## src/rtl/gray_to_bcd_dec_if.sv

```systemverilog
// gray_to_bcd_dec_if: word-in / result-out handshake bundle for gray_to_bcd_dec
//   in_valid/in_ready/in_gray       : Gray word from the producer
//   out_valid/out_ready/out_bcd     : decoded BCD word to the consumer
//   err/err_mask                    : per-digit invalid-code flags and their OR
//   master = producer/consumer side, slave = decoder side
interface gray_to_bcd_dec_if #(parameter int DIGITS = 2);
  logic in_valid;
  logic in_ready;
  logic [4*DIGITS-1:0] in_gray;
  logic out_valid;
  logic out_ready;
  logic [4*DIGITS-1:0] out_bcd;
  logic err;
  logic [DIGITS-1:0] err_mask;
  modport master(output in_valid, in_gray, out_ready, input in_ready, out_valid, out_bcd, err, err_mask);
  modport slave(input in_valid, in_gray, out_ready, output in_ready, out_valid, out_bcd, err, err_mask);
endinterface

```

## src/rtl/gray_to_bcd_dec.sv

```systemverilog
// gray_to_bcd_dec: sequential Gray-to-BCD word decoder, one digit per clock, LSD first
//   clk, rst_n (async active-low), bus (gray_to_bcd_dec_if.slave)
//   DIGITS: 4-bit digits per word (1..8)
//   GRAY_DEC_ERR_EN: when defined, digits decoding above 9 set err_mask/err
module gray_to_bcd_dec #(parameter int DIGITS = 2) (
  input logic clk,
  input logic rst_n,
  gray_to_bcd_dec_if.slave bus
);
  localparam int IW = $clog2(DIGITS + 1);
  typedef enum logic [1:0] {IDLE, DECODE, DONE} state_t;
  state_t state;
  logic [IW-1:0] idx;
  logic [4*DIGITS-1:0] sh;
  logic [3:0] g, b;
  logic bad;
  // captured word shifts right each digit, so the digit being decoded is always at the bottom
  assign g = sh[3:0];
  assign b[3] = g[3];
  assign b[2] = b[3] ^ g[2];
  assign b[1] = b[2] ^ g[1];
  assign b[0] = b[1] ^ g[0];
`ifdef GRAY_DEC_ERR_EN
  assign bad = b > 4'd9;
`else
  assign bad = 1'b0;
`endif
  assign bus.err = |bus.err_mask;
  always_ff @(posedge clk or negedge rst_n) begin
    if (!rst_n) begin
      state <= IDLE;
      idx <= '0;
      sh <= '0;
      bus.in_ready <= 1'b1;
      bus.out_valid <= 1'b0;
      bus.out_bcd <= '0;
      bus.err_mask <= '0;
    end else begin
      case (state)
        IDLE: if (bus.in_valid) begin
          state <= DECODE;
          sh <= bus.in_gray;
          idx <= '0;
          bus.out_bcd <= '0;
          bus.err_mask <= '0;
          bus.in_ready <= 1'b0;
        end
        DECODE: begin
          bus.out_bcd[4*idx +: 4] <= b;
          if (bad) bus.err_mask[idx] <= 1'b1;
          sh <= sh >> 4;
          idx <= idx + 1'b1;
          if (idx == IW'(DIGITS - 1)) begin
            state <= DONE;
            bus.out_valid <= 1'b1;
          end
        end
        DONE: if (bus.out_ready) begin
          state <= IDLE;
          bus.out_valid <= 1'b0;
          bus.in_ready <= 1'b1;
        end
        default: state <= IDLE;
      endcase
    end
  end
endmodule

```

## src/flat_wrapper.sv

```systemverilog
// flat-port wrapper written by rule: the top's interface ports become plain ports
module gray_to_bcd_dec_flat 
#(parameter int DIGITS = 2)
  (clk, rst_n, bus_in_valid, bus_in_gray, bus_out_ready, bus_in_ready, bus_out_valid, bus_out_bcd, bus_err, bus_err_mask);
  gray_to_bcd_dec_if #(.DIGITS(DIGITS)) bus_i ();
  input logic clk;
  input logic rst_n;
  input wire logic [$bits(bus_i.in_valid)-1:0] bus_in_valid;
  input wire logic [$bits(bus_i.in_gray)-1:0] bus_in_gray;
  input wire logic [$bits(bus_i.out_ready)-1:0] bus_out_ready;
  output wire logic [$bits(bus_i.in_ready)-1:0] bus_in_ready;
  output wire logic [$bits(bus_i.out_valid)-1:0] bus_out_valid;
  output wire logic [$bits(bus_i.out_bcd)-1:0] bus_out_bcd;
  output wire logic [$bits(bus_i.err)-1:0] bus_err;
  output wire logic [$bits(bus_i.err_mask)-1:0] bus_err_mask;
  assign bus_i.in_valid = bus_in_valid;
  assign bus_i.in_gray = bus_in_gray;
  assign bus_i.out_ready = bus_out_ready;
  assign bus_in_ready = bus_i.in_ready;
  assign bus_out_valid = bus_i.out_valid;
  assign bus_out_bcd = bus_i.out_bcd;
  assign bus_err = bus_i.err;
  assign bus_err_mask = bus_i.err_mask;
  gray_to_bcd_dec #(.DIGITS(DIGITS)) u_core (.clk(clk), .rst_n(rst_n), .bus(bus_i));
endmodule
```

## config.mk

```make
export PLATFORM = sky130hd
export DESIGN_NAME = gray_to_bcd_dec_flat
export DESIGN_NICKNAME = d
export VERILOG_FILES = /design/src/rtl/gray_to_bcd_dec_if.sv /design/src/rtl/gray_to_bcd_dec.sv /design/src/flat_wrapper.sv
export SDC_FILE = /design/constraint.sdc
export NUM_CORES = 1
export LEC_CHECK = 0
export BUFFER_PORTS_ARGS = -buffer_cell sky130_fd_sc_hd__buf_2
export CAP_MARGIN = 20
export CORE_ASPECT_RATIO = 0.7
export CORE_MARGIN = 2
export CORE_UTILIZATION = 50
export DETAILED_ROUTE_END_ITERATION = 8
export HOLD_SLACK_MARGIN = 0.08
export MAX_ROUTING_LAYER = met4
export PLACE_DENSITY = 0.8
export SYNTH_ARGS = -nofsm -noshare
export SYNTH_HDL_FRONTEND = slang
export SYNTH_SLANG_ARGS = --single-unit
export TNS_END_PERCENT = 30
```

## constraint.sdc

```tcl
create_clock -name clk -period 1.75 [get_ports clk]
set_input_delay 0.2625 -clock clk [delete_from_list [all_inputs] [get_ports clk]]
set_output_delay 0.2625 -clock clk [all_outputs]
set_load 0.03 [all_outputs]
```

==> results of run 1 <==
==> cell families (layout without fill, tap and decap cells) <==
logic type / count (synthesis) / count (layout)
buffers and inverters: 17 / 38
DFF: 22 / 22
adders and majority gates: 2 / 2
xor gates and xnor gates: 3 / 3
other: 1 / 3
and+or+nand+nor: 35 / 35
AOI/OAI and AO/OA: 36 / 36
==> worst max-delay path by stage <==
stage / from / depth (start not counted) / end / slack (ns)
2_1_floorplan: u_core.idx[0]$_DFFE_PN0P_ / 5 / u_core.bus.out_bcd[5]$_DFFE_PN0P_ / 0.30
3_3_place_gp: u_core.idx[0]$_DFFE_PN0P_ / 5 / u_core.bus.out_bcd[5]$_DFFE_PN0P_ / 0.27
3_5_place_dp: u_core.idx[0]$_DFFE_PN0P_ / 5 / u_core.bus.out_bcd[6]$_DFFE_PN0P_ / 0.16
4_1_cts: u_core.idx[0]$_DFFE_PN0P_ / 5 / u_core.bus.out_bcd[6]$_DFFE_PN0P_ / 0.13
5_1_grt: u_core.idx[0]$_DFFE_PN0P_ / 5 / u_core.bus.out_bcd[6]$_DFFE_PN0P_ / 0.03
6_report: u_core.idx[0]$_DFFE_PN0P_ / 5 / u_core.bus.out_bcd[6]$_DFFE_PN0P_ / 0.13
==> sequential cells by signal, summed over array words and instances (netlist names) <==
name                  flops
u_core.bus.in_ready       1
u_core.bus.out_bcd        8
u_core.bus.out_valid      1
u_core.idx                2
u_core.sh                 8
u_core.state              2
==> synthesized netlist by cell type, drive strengths merged (2+ instances only) <==
master and instances:
o22ai 4, ha 2, nand2b 2, buf 5
clkbuf 4, a21oi 12, inv 8, o21ai 9
o2bb2ai 3, nand2 15, nor2b 10, dfrtp 21
nor2 5, a22oi 4
==> cell type report <==
cell class	count	area share, %
well taps	32	3.12
flip-flops and latches	22	42.9
inverters	8	2.34
multi-input cells	79	38.3
repair buffers	26	11.3
clock buffers	4	2.04
==> where the power goes <==
part | switching [W] | internal, W | leakage [nW]
clock network | 0.000150 | 0.0000890 | 0.0150
registers | 0.000197 | 0.000700 | 0.289
logic | 0.000661 | 0.000478 | 0.323
total | 0.00101 | 0.00127 | 0.626
==> through the flow <==
step / util (%) / power (W) / instance area, sq um
after floorplan: - / 0.00175 / 1130
after global placement: 58.4 / 0.00199 / 1250
after detailed placement: 58.4 / 0.00205 / 1250
after CTS: 60.1 / 0.00229 / 1280
after global routing: 60.1 / 0.00247 / 1280
final: 60.1 / 0.00228 / 1280
==> worst max-delay path, stage by stage (launching register included) <==
cell       delay, ns
dfrtp_1         0.43
inv_1           0.08
ha_1            0.34
nand3b_4        0.09
or3_1           0.42
o2bb2ai_1       0.18
==> routing by layer <==
layer / track usage, % / vias to the layer above
met5: - / -
met4: 2.61 / 0
met3: 6.87 / 2
met2: 31.8 / 29
met1: 26.7 / 425
li1: - / 431
==> timing repair <==
action | CTS | global route
hold buffers | 1 | 0
buffers inserted | 0 | 0
hold endpoints to repair | 21 | 0
==> impl_metrics.py, run 1 <==
metrics = {
    "final_layout": {
        "syn_to_final_growth_pct": 14.5,
        "final_cell_mix": "21 x buf_2, 21 x dfrtp_1, 15 x nand2_1",
        "multi_input_comb_area_sq_um": 492,
        "stdcell_count": 171,
        "regArea_sq_um": 552,
        "fin_nets": 154,
        "fill_cells": 213,
        "n_antenna_cell": 0,
        "drive_gt1_share_pct": 23.7,
    },
    "synthesis": {
        "synth_simple_gate_area_share_pct": 16.4,
        "synth_top_flop_cell": "dfrtp_1",
        "netlist_area_sq_um": 1120,
        "netlist_top_cells_area": "dfrtp_1 47%, nor2b_1 5.6%, a21oi_1 5.4%, nand2_1 5.0%, o21ai_0 4.0%",
        "postSynthAreaPerCell_sq_um": 9.68,
        "muxShareOfSynthArea_pct": 0,
        "synth_edf_count": 0,
        "synth.top_cell.area_share_pct": 46.8,
        "synth_top_family_by_area": "compound AO/OA/AOI/OAI gates",
        "synth_xor_area_share_pct": 3.57,
        "synth_largest_area_cell": "dfrtp_1",
        "synth_compound_area_share_pct": 20.6,
        "yosys_warnings": 0,
        "synthAdderAreaFrac_pct": 2.23,
        "synth-seq-cells": 22,
        "ys_types": 30,
        "synth_cells": 116,
        "seq_area_frac_synth_pct": 49.2,
        "synthArstFlopShare_pct": 100,
    },
    "detailed_routing": {
        "wl_met1_mm": 1.01,
        "wl_mm": 2.19,
        "ant_nets": 0,
        "routed_via_density": 5.19,
        "vias": 887,
        "wl_met3_microns": 145,
        "drt-wirelength-per-cell_microns": 12.8,
        "met2_length_mm": 1.03,
        "drc": 0,
        "drtPass1Iterations": 4,
        "routed.top_layer": "met4",
        "drt_first_iter_violations": 23,
    },
    "floorplanning": {
        "die_h_microns": 43.6,
        "core_area_sq_um": 2140,
        "dieArea_sq_um": 2650,
        "io_pins": 25,
        "floorplan.rows": 14,
        "die-width_microns": 60.6,
        "start_util_pct": 52.5,
    },
    "grt": {
        "grt_pass1_wl_mm": 3.86,
        "grt_pass1_vias": 827,
        "grt.overflow.total": 0,
        "grt_max_degree": 23,
        "antenna_found_initial": 0,
        "grtUsageTotal_pct": 20.4,
    },
    "placed_design": {
        "dp.cells": 166,
        "dp_worst_setup_slack_ns": 0.159,
        "place_congestion": 0.776,
        "dp_hpwl_mm": 1.65,
        "port_buffers": 21,
    },
    "sta": {
        "period_minus_slack_ns": 1.62,
        "slew_viol_final": 0,
        "min_period_over_period_pct": 92.6,
        "finalSetupTns_ns": 0,
        "whs_ns": 0.162,
        "setup_viol": 0,
        "rsz0062_at_grt": "false",
        "skew_ns": 0.00499,
        "timing.fmax_mhz": 617,
        "hold_violations": 0,
        "setup_slack_ns": 0.129,
    },
    "worst_setup_path": {
        "r2r_setup_slack_ns": 0.13,
        "r2r-end": "u_core.bus.out_bcd[6]$_DFFE_PN0P_",
        "endpoint_kind": "register",
        "cp_data_required_time_ns": 1.99,
        "crit_fanout": 5,
        "r2r_cells": 5,
        "crit_arrival_ns": 1.86,
        "startpoint_type": "register",
        "rr_startpoint": "u_core.idx[0]$_DFFE_PN0P_",
        "critical_path_class": "register to register",
    },
    "cts": {
        "clkSlewWorstSetupHoldPaths_ns": 0.12,
        "cts.sinks": 22,
        "post_cts_resized": 0,
        "cts_tree": "built",
        "cts_buffers": 3,
        "cts_buffer_depth": 2,
        "h-tree-depth": 1,
        "clock_latency_ns": 0.31,
        "cts-root-buf": "clkbuf_4",
    },
    "run": {
        "maxCapViolCount": 0,
    },
    "run_status": {
        "status": "finished clean",
    },
    "power": {
        "vdd_drop_max_mv": 0.765,
        "power_leakage_nw": 0.626,
        "power_density_nw_per_um2": 1770,
    },
    "hold_path": {
        "worstHoldEndpoint": "u_core.state[1]$_DFFE_PN0P_",
        "hold_class": "input port to register",
        "hp-start": "bus_out_ready",
        "whs_path_depth": 2,
    },
}
(Power assumes the default switching activity.)
==> run 2, diff against run 1 <==
--- a/config.mk
+++ b/config.mk
@@ -9,11 +9,11 @@
 export CAP_MARGIN = 20
 export CORE_ASPECT_RATIO = 0.7
 export CORE_MARGIN = 2
-export CORE_UTILIZATION = 50
+export CORE_UTILIZATION = 40
 export DETAILED_ROUTE_END_ITERATION = 8
 export HOLD_SLACK_MARGIN = 0.08
 export MAX_ROUTING_LAYER = met4
-export PLACE_DENSITY = 0.8
+export PLACE_DENSITY = 0.67
 export SYNTH_ARGS = -nofsm -noshare
 export SYNTH_HDL_FRONTEND = slang
 export SYNTH_SLANG_ARGS = --single-unit
==> run 2 against run 1 <==
- die area rose by 23%
- sequential cell count did not move
- sequential power barely moved
- utilization fell by 12 points
- first-iteration DRC count fell by 39%
- combinational power barely moved
- worst setup slack improved by 0.059 ns
- fmax rose by 3.8%
- largest power group unchanged
- highest routed layer unchanged
==> impl_metrics.py, run 2 (synthesized netlist as in run 1, its figures left out) <==
metrics = {
    "power": {
        "power_density_nw_per_um2": 1790,
        "vdd_drop_max_mv": 0.646,
        "power_leakage_nw": 0.634,
    },
    "sta": {
        "rsz0062_at_grt": "false",
        "setup_slack_ns": 0.187,
        "whs_ns": 0.232,
        "min_period_over_period_pct": 89.3,
        "slew_viol_final": 0,
        "period_minus_slack_ns": 1.56,
        "setup_viol": 0,
        "timing.fmax_mhz": 640,
        "hold_violations": 0,
        "skew_ns": 0.00311,
        "finalSetupTns_ns": 0,
    },
    "run": {
        "maxCapViolCount": 0,
    },
    "placed_design": {
        "port_buffers": 21,
        "place_congestion": 0.735,
        "dp_hpwl_mm": 1.71,
        "dp.cells": 170,
        "dp_worst_setup_slack_ns": 0.210,
    },
    "final_layout": {
        "stdcell_count": 175,
        "drive_gt1_share_pct": 23.7,
        "fin_nets": 154,
        "top_regs": "u_core.bus.out_bcd: 8 flops, u_core.sh: 8 flops",
        "utilization_pct": 48.1,
        "syn_to_final_growth_pct": 16.6,
        "final_cell_mix": "21 x buf_2, 21 x dfrtp_1, 15 x nand2_1",
        "n_antenna_cell": 0,
    },
    "worst_setup_path": {
        "slowest_stage": "dfrtp_1",
        "crit_fanout": 5,
        "endpoint_kind": "register",
        "startpoint_type": "register",
        "cp_slowest_stage_delay_ns": 0.41,
        "cp_cell_sequence": "inv_1 -> ha_1 -> nand3b_4 -> or3_1 -> o2bb2ai_1",
        "cp_data_required_time_ns": 1.94,
        "crit_arrival_ns": 1.75,
        "critical_path_class": "register to register",
    },
    "detailed_routing": {
        "wl_mm": 2.25,
        "drtPass1Iterations": 2,
        "ant_nets": 0,
        "drc": 0,
        "drt-wirelength-per-cell_microns": 12.8,
        "vias": 880,
        "routed_via_density": 5.03,
        "drt_first_iter_violations": 14,
    },
    "run_status": {
        "status": "finished clean",
    },
    "grt": {
        "grt_pass1_wl_mm": 3.90,
        "grt_max_degree": 23,
        "grt.overflow.total": 0,
        "grtUsageTotal_pct": 16.3,
        "antenna_found_initial": 0,
        "grt_pass1_vias": 848,
    },
    "floorplanning": {
        "die_h_microns": 48.3,
        "start_util_pct": 41.2,
        "die-width_microns": 67.3,
        "io_pins": 25,
        "dieArea_sq_um": 3250,
        "floorplan.rows": 16,
        "core_area_sq_um": 2720,
    },
    "hold_path": {
        "hold_class": "input port to register",
    },
    "cts": {
        "cts_buffers": 3,
        "cts_buffer_depth": 2,
        "clock_latency_ns": 0.26,
        "cts-root-buf": "clkbuf_8",
        "h-tree-depth": 1,
        "clkSlewWorstSetupHoldPaths_ns": 0.08,
        "cts_tree": "built",
        "postCtsSetupBuffers": 0,
        "cts.sinks": 22,
    },
}
-- run 2: cell types whose count changed in the layout (fill, tap and decap cells not counted) --
| cell | delta |
|---|---|
| clkbuf_4 | -3 |
| clkbuf_8 | +3 |
-- run 2: stage by stage --
step	power, W	instance area (sq um)
finish	0.00235	1310
global route	0.00255	1310
CTS	0.00237	1310
detailed placement	0.00204	1250
global placement	0.00200	1250
floorplan	0.00175	1130
-- run 2: layer usage --
metal	global-route usage, %	part of all wire, %	up-vias	wire length, microns
met1	23.1	51	423	1140
li1	-	-	433	-
met5	-	0	-	0
met3	4.19	5.3	2	120
met2	23.4	43	22	970
met4	4.08	0.53	0	12
-- run 2: final timing paths --
path | to | startpoint | slack, ns | cells after the start
min | u_core.state[1]$_DFFE_PN0P_ | bus_out_ready | 0.23 | 2
max | u_core.bus.out_bcd[5]$_DFFE_PN0P_ | u_core.idx[0]$_DFFE_PN0P_ | 0.19 | 5
min in group asynchronous | u_core.bus.out_bcd[5]$_DFFE_PN0P_ | rst_n | 0.49 | 2
max reg2reg | u_core.bus.out_bcd[5]$_DFFE_PN0P_ | u_core.idx[0]$_DFFE_PN0P_ | 0.19 | 5
min reg2reg | u_core.idx[1]$_DFFE_PN0P_ | u_core.idx[1]$_DFFE_PN0P_ | 0.49 | 2
max in group asynchronous | u_core.bus.in_ready$_DFFE_PN1P_ | rst_n | 0.91 | 2
-- run 2: layout make-up --
class                           instances  area (sq um)
Multi-Input combinational cell         79           492
Tap cell                               36          45.0
Fill cell                             273          1410
Inverter                                8          30.0
Timing Repair Buffer                   26           145
Clock buffer                            4          45.0
Sequential cell                        22           552
-- run 2: timing repair --
action | in CTS | in global routing
hold buffers | 1 | 0
hold endpoints to repair | 21 | 0
resized for setup | 0 | 0
-- run 2: worst max-delay path: cells and delay by family, from the launching register on --
family	cells	cell delay (ns)
AO/OA/AOI/OAI	1	0.16
adder cells (fa/ha/maj)	1	0.34
buffers and inverters	1	0.08
flip-flops	1	0.41
AND/OR/NAND/NOR	2	0.50
-- run 2: report_power, final --
group	internal, W	leakage, nW	switching, W
Combinational	0.000478	0.323	0.000658
Sequential	0.000702	0.289	0.000194
Clock	0.000162	0.0228	0.000153
